===== config.mk =====
export PLATFORM = sky130hd
export DESIGN_NAME = program_sequencer
export DESIGN_NICKNAME = d
export VERILOG_FILES = /design/src/rtl/program_sequencer.sv
export SDC_FILE = /design/constraint.sdc
export NUM_CORES = 1
export LEC_CHECK = 0
export CAP_MARGIN = 20
export CORE_UTILIZATION = 50
export CTS_CLUSTER_SIZE = 8
export DETAILED_ROUTE_END_ITERATION = 8
export PLACE_DENSITY = 0.79
export SETUP_SLACK_MARGIN = 0.15
export SLEW_MARGIN = 10
export SYNTH_ARGS = -nofsm -noshare
export SYNTH_HDL_FRONTEND = slang
export SYNTH_SLANG_ARGS = --single-unit

===== constraint.sdc =====
create_clock -name clock -period 2.75 [get_ports clock]
set_input_delay 0.825 -clock clock [delete_from_list [all_inputs] [get_ports clock]]
set_output_delay 0.825 -clock clock [all_outputs]
set_load 0.1 [all_outputs]

===== src/rtl/program_sequencer.sv =====
// Runs programs 0, 1, 2 on an external core in order, timing each one and aborting it after TIMEOUT RUN cycles.
// result_cycles counts RUN cycles only: an ack seen N cycles after core_start reports N-2 (LAUNCH and SETTLE are not counted).
module program_sequencer #(
  parameter int unsigned PC_BITS = 10,
  parameter int unsigned START0  = 0,
  parameter int unsigned DONE0   = 145,
  parameter int unsigned START1  = 146,
  parameter int unsigned DONE1   = 290,
  parameter int unsigned START2  = 291,
  parameter int unsigned DONE2   = 435,
  parameter logic [15:0] TIMEOUT = 16'd4000
) (
  input  logic               clock,
  input  logic               reset,
  input  logic               go,
  input  logic               core_done,
  output logic               core_start,
  output logic [PC_BITS-1:0] start_addr,
  output logic [PC_BITS-1:0] done_addr,
  output logic [1:0]         prog_id,
  output logic               busy,
  output logic               result_valid,
  output logic [15:0]        result_cycles,
  output logic               result_timeout,
  output logic               all_done
);

  typedef enum logic [2:0] {
    IDLE,
    LAUNCH,
    SETTLE,
    RUN,
    RECORD,
    DONE
  } state_e;

  state_e      state_q, state_d;
  logic [1:0]  prog_id_q, prog_id_d;
  logic [15:0] cnt_q, cnt_d;
  logic [15:0] res_cycles_q, res_cycles_d;
  logic        res_to_q, res_to_d;

  always_comb begin
    state_d      = state_q;
    prog_id_d    = prog_id_q;
    cnt_d        = cnt_q;
    res_cycles_d = res_cycles_q;
    res_to_d     = res_to_q;
    case (state_q)
      IDLE: begin
        if (go) begin
          state_d   = LAUNCH;
          prog_id_d = 2'd0;
        end
      end
      LAUNCH: begin
        cnt_d   = 16'd0;
        state_d = SETTLE;
      end
      // core_done may still reflect the previous program here, so it is not looked at
      SETTLE: state_d = RUN;
      RUN: begin
        if (core_done) begin
          state_d      = RECORD;
          res_cycles_d = cnt_q;
          res_to_d     = 1'b0;
        end else if (cnt_q == TIMEOUT) begin
          state_d      = RECORD;
          res_cycles_d = cnt_q;
          res_to_d     = 1'b1;
        end else if (cnt_q != 16'hFFFF) begin
          cnt_d = cnt_q + 16'd1;
        end
      end
      // an aborted program still advances the sequence
      RECORD: begin
        if (prog_id_q < 2'd2) begin
          prog_id_d = prog_id_q + 2'd1;
          state_d   = LAUNCH;
        end else begin
          state_d = DONE;
        end
      end
      DONE: begin
        if (!go) state_d = IDLE;
      end
      default: state_d = IDLE;
    endcase
  end

  always_ff @(posedge clock) begin
    if (reset) begin
      state_q      <= IDLE;
      prog_id_q    <= 2'd0;
      cnt_q        <= 16'd0;
      res_cycles_q <= 16'd0;
      res_to_q     <= 1'b0;
    end else begin
      state_q      <= state_d;
      prog_id_q    <= prog_id_d;
      cnt_q        <= cnt_d;
      res_cycles_q <= res_cycles_d;
      res_to_q     <= res_to_d;
    end
  end

  always_comb begin
    case (prog_id_q)
      2'd1: begin
        start_addr = PC_BITS'(START1);
        done_addr  = PC_BITS'(DONE1);
      end
      2'd2: begin
        start_addr = PC_BITS'(START2);
        done_addr  = PC_BITS'(DONE2);
      end
      default: begin
        start_addr = PC_BITS'(START0);
        done_addr  = PC_BITS'(DONE0);
      end
    endcase
  end

  assign core_start     = (state_q == LAUNCH);
  assign busy           = (state_q != IDLE);
  assign result_valid   = (state_q == RECORD);
  assign all_done       = (state_q == DONE);
  assign prog_id        = prog_id_q;
  assign result_cycles  = res_cycles_q;
  assign result_timeout = res_to_q;

endmodule


==> results of run 1 <==
path summary, 6_finish.rpt:
| check | end | start |
|---|---|---|
| hold / removal | result_cycles[5] | result_cycles[5] |
| hold reg to reg | result_cycles[5] | result_cycles[5] |
| setup / recovery | done_addr[1] | prog_id[0] |
| setup reg to reg | result_cycles[2] | cnt_q[5] |
cells in the final DEF (no fill, tap or decap), types with 8 or more instances in the layout:
cell type / instances
o21ai_0: 10
a21oi_1: 11
inv_1: 8
buf_4: 34
nor2_1: 30
nand2_1: 11
conb_1: 8
dfxtp_1: 36
mux2i_1: 16
logic make-up after synthesis:
logic type	count (synthesis)	share of synthesized area
adders and majority gates	5	0.0308
and+or+nand+nor	84	0.219
DFF	38	0.375
buffers and inverters	37	0.111
muxes	16	0.0789
other	1	0.00185
AOI/OAI and AO/OA	55	0.184
worst max-delay path: cells and delay by family (launching register included):
| kind | cells | cell delay [ns] |
|---|---|---|
| fa+ha+maj | 1 | 0.35 |
| buf+inv | 3 | 0.48 |
| flops | 1 | 0.37 |
power groups by stage:
stage	logic (mW)	registers, mW	clock network (mW)
after global placement	0.398	0.590	0
final	0.400	0.578	0.381
after CTS	0.401	0.577	0.394
after detailed placement	0.400	0.590	0
after floorplan	0.325	0.585	0
after global routing	0.418	0.580	0.419
synthesized netlist by cell type (2+ instances only):
master / number / area share
dfxtp_1: 38 / 0.37
nor2_1: 31 / 0.057
buf_4: 16 / 0.059
mux2i_1: 16 / 0.079
a21oi_1: 11 / 0.027
nand2_1: 11 / 0.020
inv_1: 10 / 0.018
o21ai_0: 10 / 0.025
clkbuf_1: 7 / 0.013
nor3_1: 7 / 0.017
a31oi_1: 6 / 0.018
ha_1: 5 / 0.031
nand3_1: 5 / 0.012
nand4_1: 5 / 0.015
o211ai_1: 5 / 0.018
nor4_1: 4 / 0.012
a211oi_1: 3 / 0.011
and3_1: 3 / 0.0092
and4_1: 3 / 0.013
nor2b_1: 3 / 0.0092
o21a_1: 3 / 0.011
o311ai_0: 3 / 0.013
o41ai_1: 3 / 0.013
buf_2: 2 / 0.0049
nand3b_1: 2 / 0.0074
or4_1: 2 / 0.0074
final cells by class:
class                      count  area, um^2
clock buffer                   7        86.3
tap                           48        60.1
fill                         316        1320
inverter                      10        45.0
sequential                    38         768
timing repair buffer          43         405
multi-input combinational    168        1080
per-layer routing:
metal / share of wire / GRT usage
met5: 0 / 0
met4: 0.028 / 0.114
met3: 0.090 / 0.0521
met2: 0.46 / 0.371
met1: 0.42 / 0.292
state kept, by name, indices dropped and copies added, names as in the netlist:
signal	cells
result_timeout	1
state_q	3
prog_id	2
cnt_q	16
result_cycles	16
==> impl_metrics.yaml, run 1 <==
power:
  p_total_mw: 1.36
  p_leak_nw: 0.943
  p_seq_frac: 0.425
  power_density_nw_per_um2: 555
  clkPwrFrac: 0.280
  peakVddDrop_mv: 0.438
  internal-power_uw: 858
  p_comb_frac: 0.294
  p_sw_uw: 501
  swShare: 0.369
timing:
  fin_setup_tns_ns: 0
  worst_slack_ns: 0.425
  rsz0062_at_grt: "no"
  max_slew_margin: 0.656
  final.period_utilization: 0.845
  finalSetupViolations: 0
  worst_pin_slew_ns: 0.511
  finalMaxSlewViolations: 0
  layout_min_cycle_time_ns: 2.32
  hold_ws_ns: 0.494
  max_freq_ghz: 0.430
  hold_viol: 0
  fin_skew_ns: 0.0123
global_routing:
  grt_antenna_before_repair: 0
  grt_max_degree: 23
  grt_pass1_vias: 1649
  grt_pass1_wl_mm: 7.57
  overflow: 0
  grt_usage: 0.233
final_layout:
  finalNetCount: 275
  fin_area_um2: 2450
  drive_above_1_share: 0.226
  syn2layout_area_growth_pct: 20.6
  fin_util: 0.649
  stdcell_count: 314
  antennaDiodeCount: 0
placement:
  gp_congestion: 0.939
  port-buffer-count: 38
  dpl_worst_slack_ns: 0.338
  dpl.cell_count: 307
  placed_area_um2: 2360
  hpwl_mm: 3.33
yosys:
  synth_area_um2: 2030
  yosys_warnings: 0
  ys_ff_latch: 38
  avgSynthCellArea_um2: 8.60
  synthCells: 236
  synthFlopType: "dfxtp_1"
  synth-edff-count: 0
  seq_area_frac_synth: 0.375
  async_flop_share: 0
  ys_types: 48
cts:
  cts-root-buf: "clkbuf_8"
  cts_setup_buffers: 0
  htree_levels: 2
  tritoncts: "yes"
  clock_sinks: 38
  cts_hold_buffers: 0
  cts_buffers: 5
  cts.path.max_buffers: 2
  cts-resized-gates: 0
  path_clk_slew_ns: 0.08
  clock_latency_ns: 0.29
critical_path:
  ff2ff_path_depth: 6
  worstPathArrival_ns: 1.50
  critPathRequiredTime_ns: 1.93
  crit_path_start_kind: "flip-flop"
  worstPathMaxFanout: 5
  crit_chain: "inv_1 > ha_2 > clkinvlp_4 > buf_12"
  reg2reg_slack_ns: 0.49
  endpoint_kind: "primary output"
  critPathSlowestCell: "dfxtp_4"
  cpPeakStageDelay_ns: 0.37
  crit_type: "flip-flop to primary output"
drt:
  drc: 0
  finalWirelength_mm: 4.50
  wl_per_cell_um: 14.3
  antenna_left: 0
  dr.pass1.iters: 4
  via_per_inst: 5.87
  drtIter0Drc: 125
  vias: 1844
job:
  max-cap-violations: 0
floorplanning:
  initial_utilization: 0.538
  io-pin-count: 47
  dieArea_um2: 4320
  die_h_um: 65.7
  design.core.area_um2: 3770
  rows: 22
  fp.dieW_um: 65.7
worst_hold_path:
  hp-class: "flip-flop to flip-flop"
  hold_depth: 2
run_status:
  outcome: "complete, no violations"
No activity file was read; power rests on OpenSTA's default activity.
==> run 2, diff against run 1 <==
clock period = 2.3 ns   (was 2.75 ns; I/O delays follow)
==> run 2 against run 1 <==
Against the previous run:
- register-to-register slack got worse by 0.26 ns
- die area did not move
- core utilization rose by 7.4 points
- clock power rose by 37%
- non-clock buffer count rose by 13
- via count rose by 4.3%
- sequential power rose by 20%
- critical path type unchanged
- critical endpoint is now all_done
- largest cell class unchanged
- highest routed layer unchanged
==> impl_metrics.yaml, run 2 (synthesis results as in run 1) <==
final_layout:
  fin_area_um2: 2730
  mostFrequentLayoutCell: "buf_4"
  fin_util: 0.723
  finalNetCount: 288
  final.fill_count: 273
  stdcell_count: 328
  final_cell_mix: "buf_4, dfxtp_1, nor2_1"
  antennaDiodeCount: 0
  drive_above_1_share: 0.304
  syn2layout_area_growth_pct: 34.4
drt:
  vias: 1924
  via_per_inst: 5.87
  antenna_left: 0
  drc: 0
  dr.pass1.iters: 5
  drtIter0Drc: 127
  wl_per_cell_um: 16.0
  finalWirelength_mm: 5.25
global_routing:
  grt_pass1_vias: 1752
  grt_max_degree: 18
  grt_usage: 0.258
  overflow: 0
  grt_pass1_wl_mm: 8.39
  grt_antenna_before_repair: 0
floorplanning:
  rows: 22
  io-pin-count: 47
  initial_utilization: 0.538
  design.core.area_um2: 3770
  fp.dieW_um: 65.7
  die_h_um: 65.7
  dieArea_um2: 4320
placement:
  port-buffer-count: 38
  dpl_worst_slack_ns: 0.0262
  hpwl_mm: 3.78
  placed_area_um2: 2590
  gp_congestion: 0.943
  dpl.cell_count: 318
critical_path:
  reg2reg_slack_ns: 0.23
  worstPathMaxFanout: 12
  endpoint_kind: "primary output"
  crit_path_start_kind: "flip-flop"
  crit_type: "flip-flop to primary output"
  reg2reg_to: "result_cycles[12]"
  critPathRequiredTime_ns: 1.61
  ff2ff_path_depth: 6
  timing.rr.start: "cnt_q[13]"
  worstPathArrival_ns: 1.43
worst_hold_path:
  hold_depth: 2
  min-delay-start: "result_cycles[6]"
  hp-class: "flip-flop to flip-flop"
  whs_endpoint: "result_cycles[6]"
cts:
  clock_sinks: 38
  cts_buffers: 5
  cts-root-buf: "clkbuf_8"
  cts.path.max_buffers: 2
  htree_levels: 2
  cts_hold_buffers: 0
  clock_latency_ns: 0.30
  tritoncts: "yes"
  path_clk_slew_ns: 0.08
timing:
  hold_viol: 0
  finalSetupViolations: 0
  max_slew_margin: 0.626
  fin_skew_ns: 0.00659
  worst_pin_slew_ns: 0.555
  layout_min_cycle_time_ns: 2.12
  finalMaxSlewViolations: 0
  worst_slack_ns: 0.184
  max_freq_ghz: 0.473
  final.period_utilization: 0.920
  rsz0062_at_grt: "yes"
run_status:
  outcome: "complete, no violations"
power:
  power_density_nw_per_um2: 639
  p_total_mw: 1.74
  p_leak_nw: 1.07
  peakVddDrop_mv: 0.484
job:
  max-cap-violations: 0
[run 2: cell types whose count changed in the layout (fill, tap and decap cells not counted), sizes merged]
cell / before / now
buf: 40 / 53
clkbuf: 7 / 6
clkinv: 0 / 2
[run 2: how the worst max path moves through the flow]
stage | startpoint | endpoint
final | state_q[1] | all_done
after global routing | state_q[1] | busy
after CTS | cnt_q[12] | result_cycles[12]
after detailed placement | core_done | cnt_q[13]
after global placement | core_done | cnt_q[1]
after floorplan | prog_id[0] | done_addr[5]
[run 2: metal layers]
metal / vias up / wire length, um / part of all wire / global-route usage
met5: - / 0 / 0 / 0
met4: 0 / 77 / 0.015 / 0.0951
met3: 7 / 409 / 0.078 / 0.0625
met2: 100 / 2470 / 0.47 / 0.412
met1: 893 / 2290 / 0.44 / 0.335
li1: 924 / - / - / -
[run 2: stage by stage]
step                      TNS, ns  hold WS, ns
final                           0        0.496
after global placement          0        0.477
after global routing            0        0.530
after detailed placement        0        0.484
after floorplan            -0.580        0.466
after CTS                       0        0.504
[run 2: worst max-delay path, cell delays in order, from the launching register on]
cell and delay [ns]:
dfxtp_1 0.61, inv_1 0.14, and3_1 0.20, buf_12 0.17
[run 2: power by group]
| group | total, mW | switching, mW | internal, mW |
|---|---|---|---|
| Clock | 0.522 | 0.247 | 0.275 |
| Combinational | 0.528 | 0.370 | 0.158 |
| Sequential | 0.694 | 0.0267 | 0.667 |
| Total | 1.74 | 0.643 | 1.10 |
[run 2: repair_timing]
action | 4_1_cts | 5_1_grt
gates resized for setup | 1 | 8
pin swaps | 0 | 2
endpoints found under the setup margin | 15 | 34
setup buffers | 0 | 2
[run 2: area by class of cell]
cell class,instances,area [um^2],area share
multi-input combinational,168,1100,0.404
timing repair buffer,56,641,0.235
clock inverter,2,10.0,0.00367
tap,48,60.1,0.0220
sequential,38,773,0.283
clock buffer,6,93.8,0.0344
inverter,10,47.5,0.0174
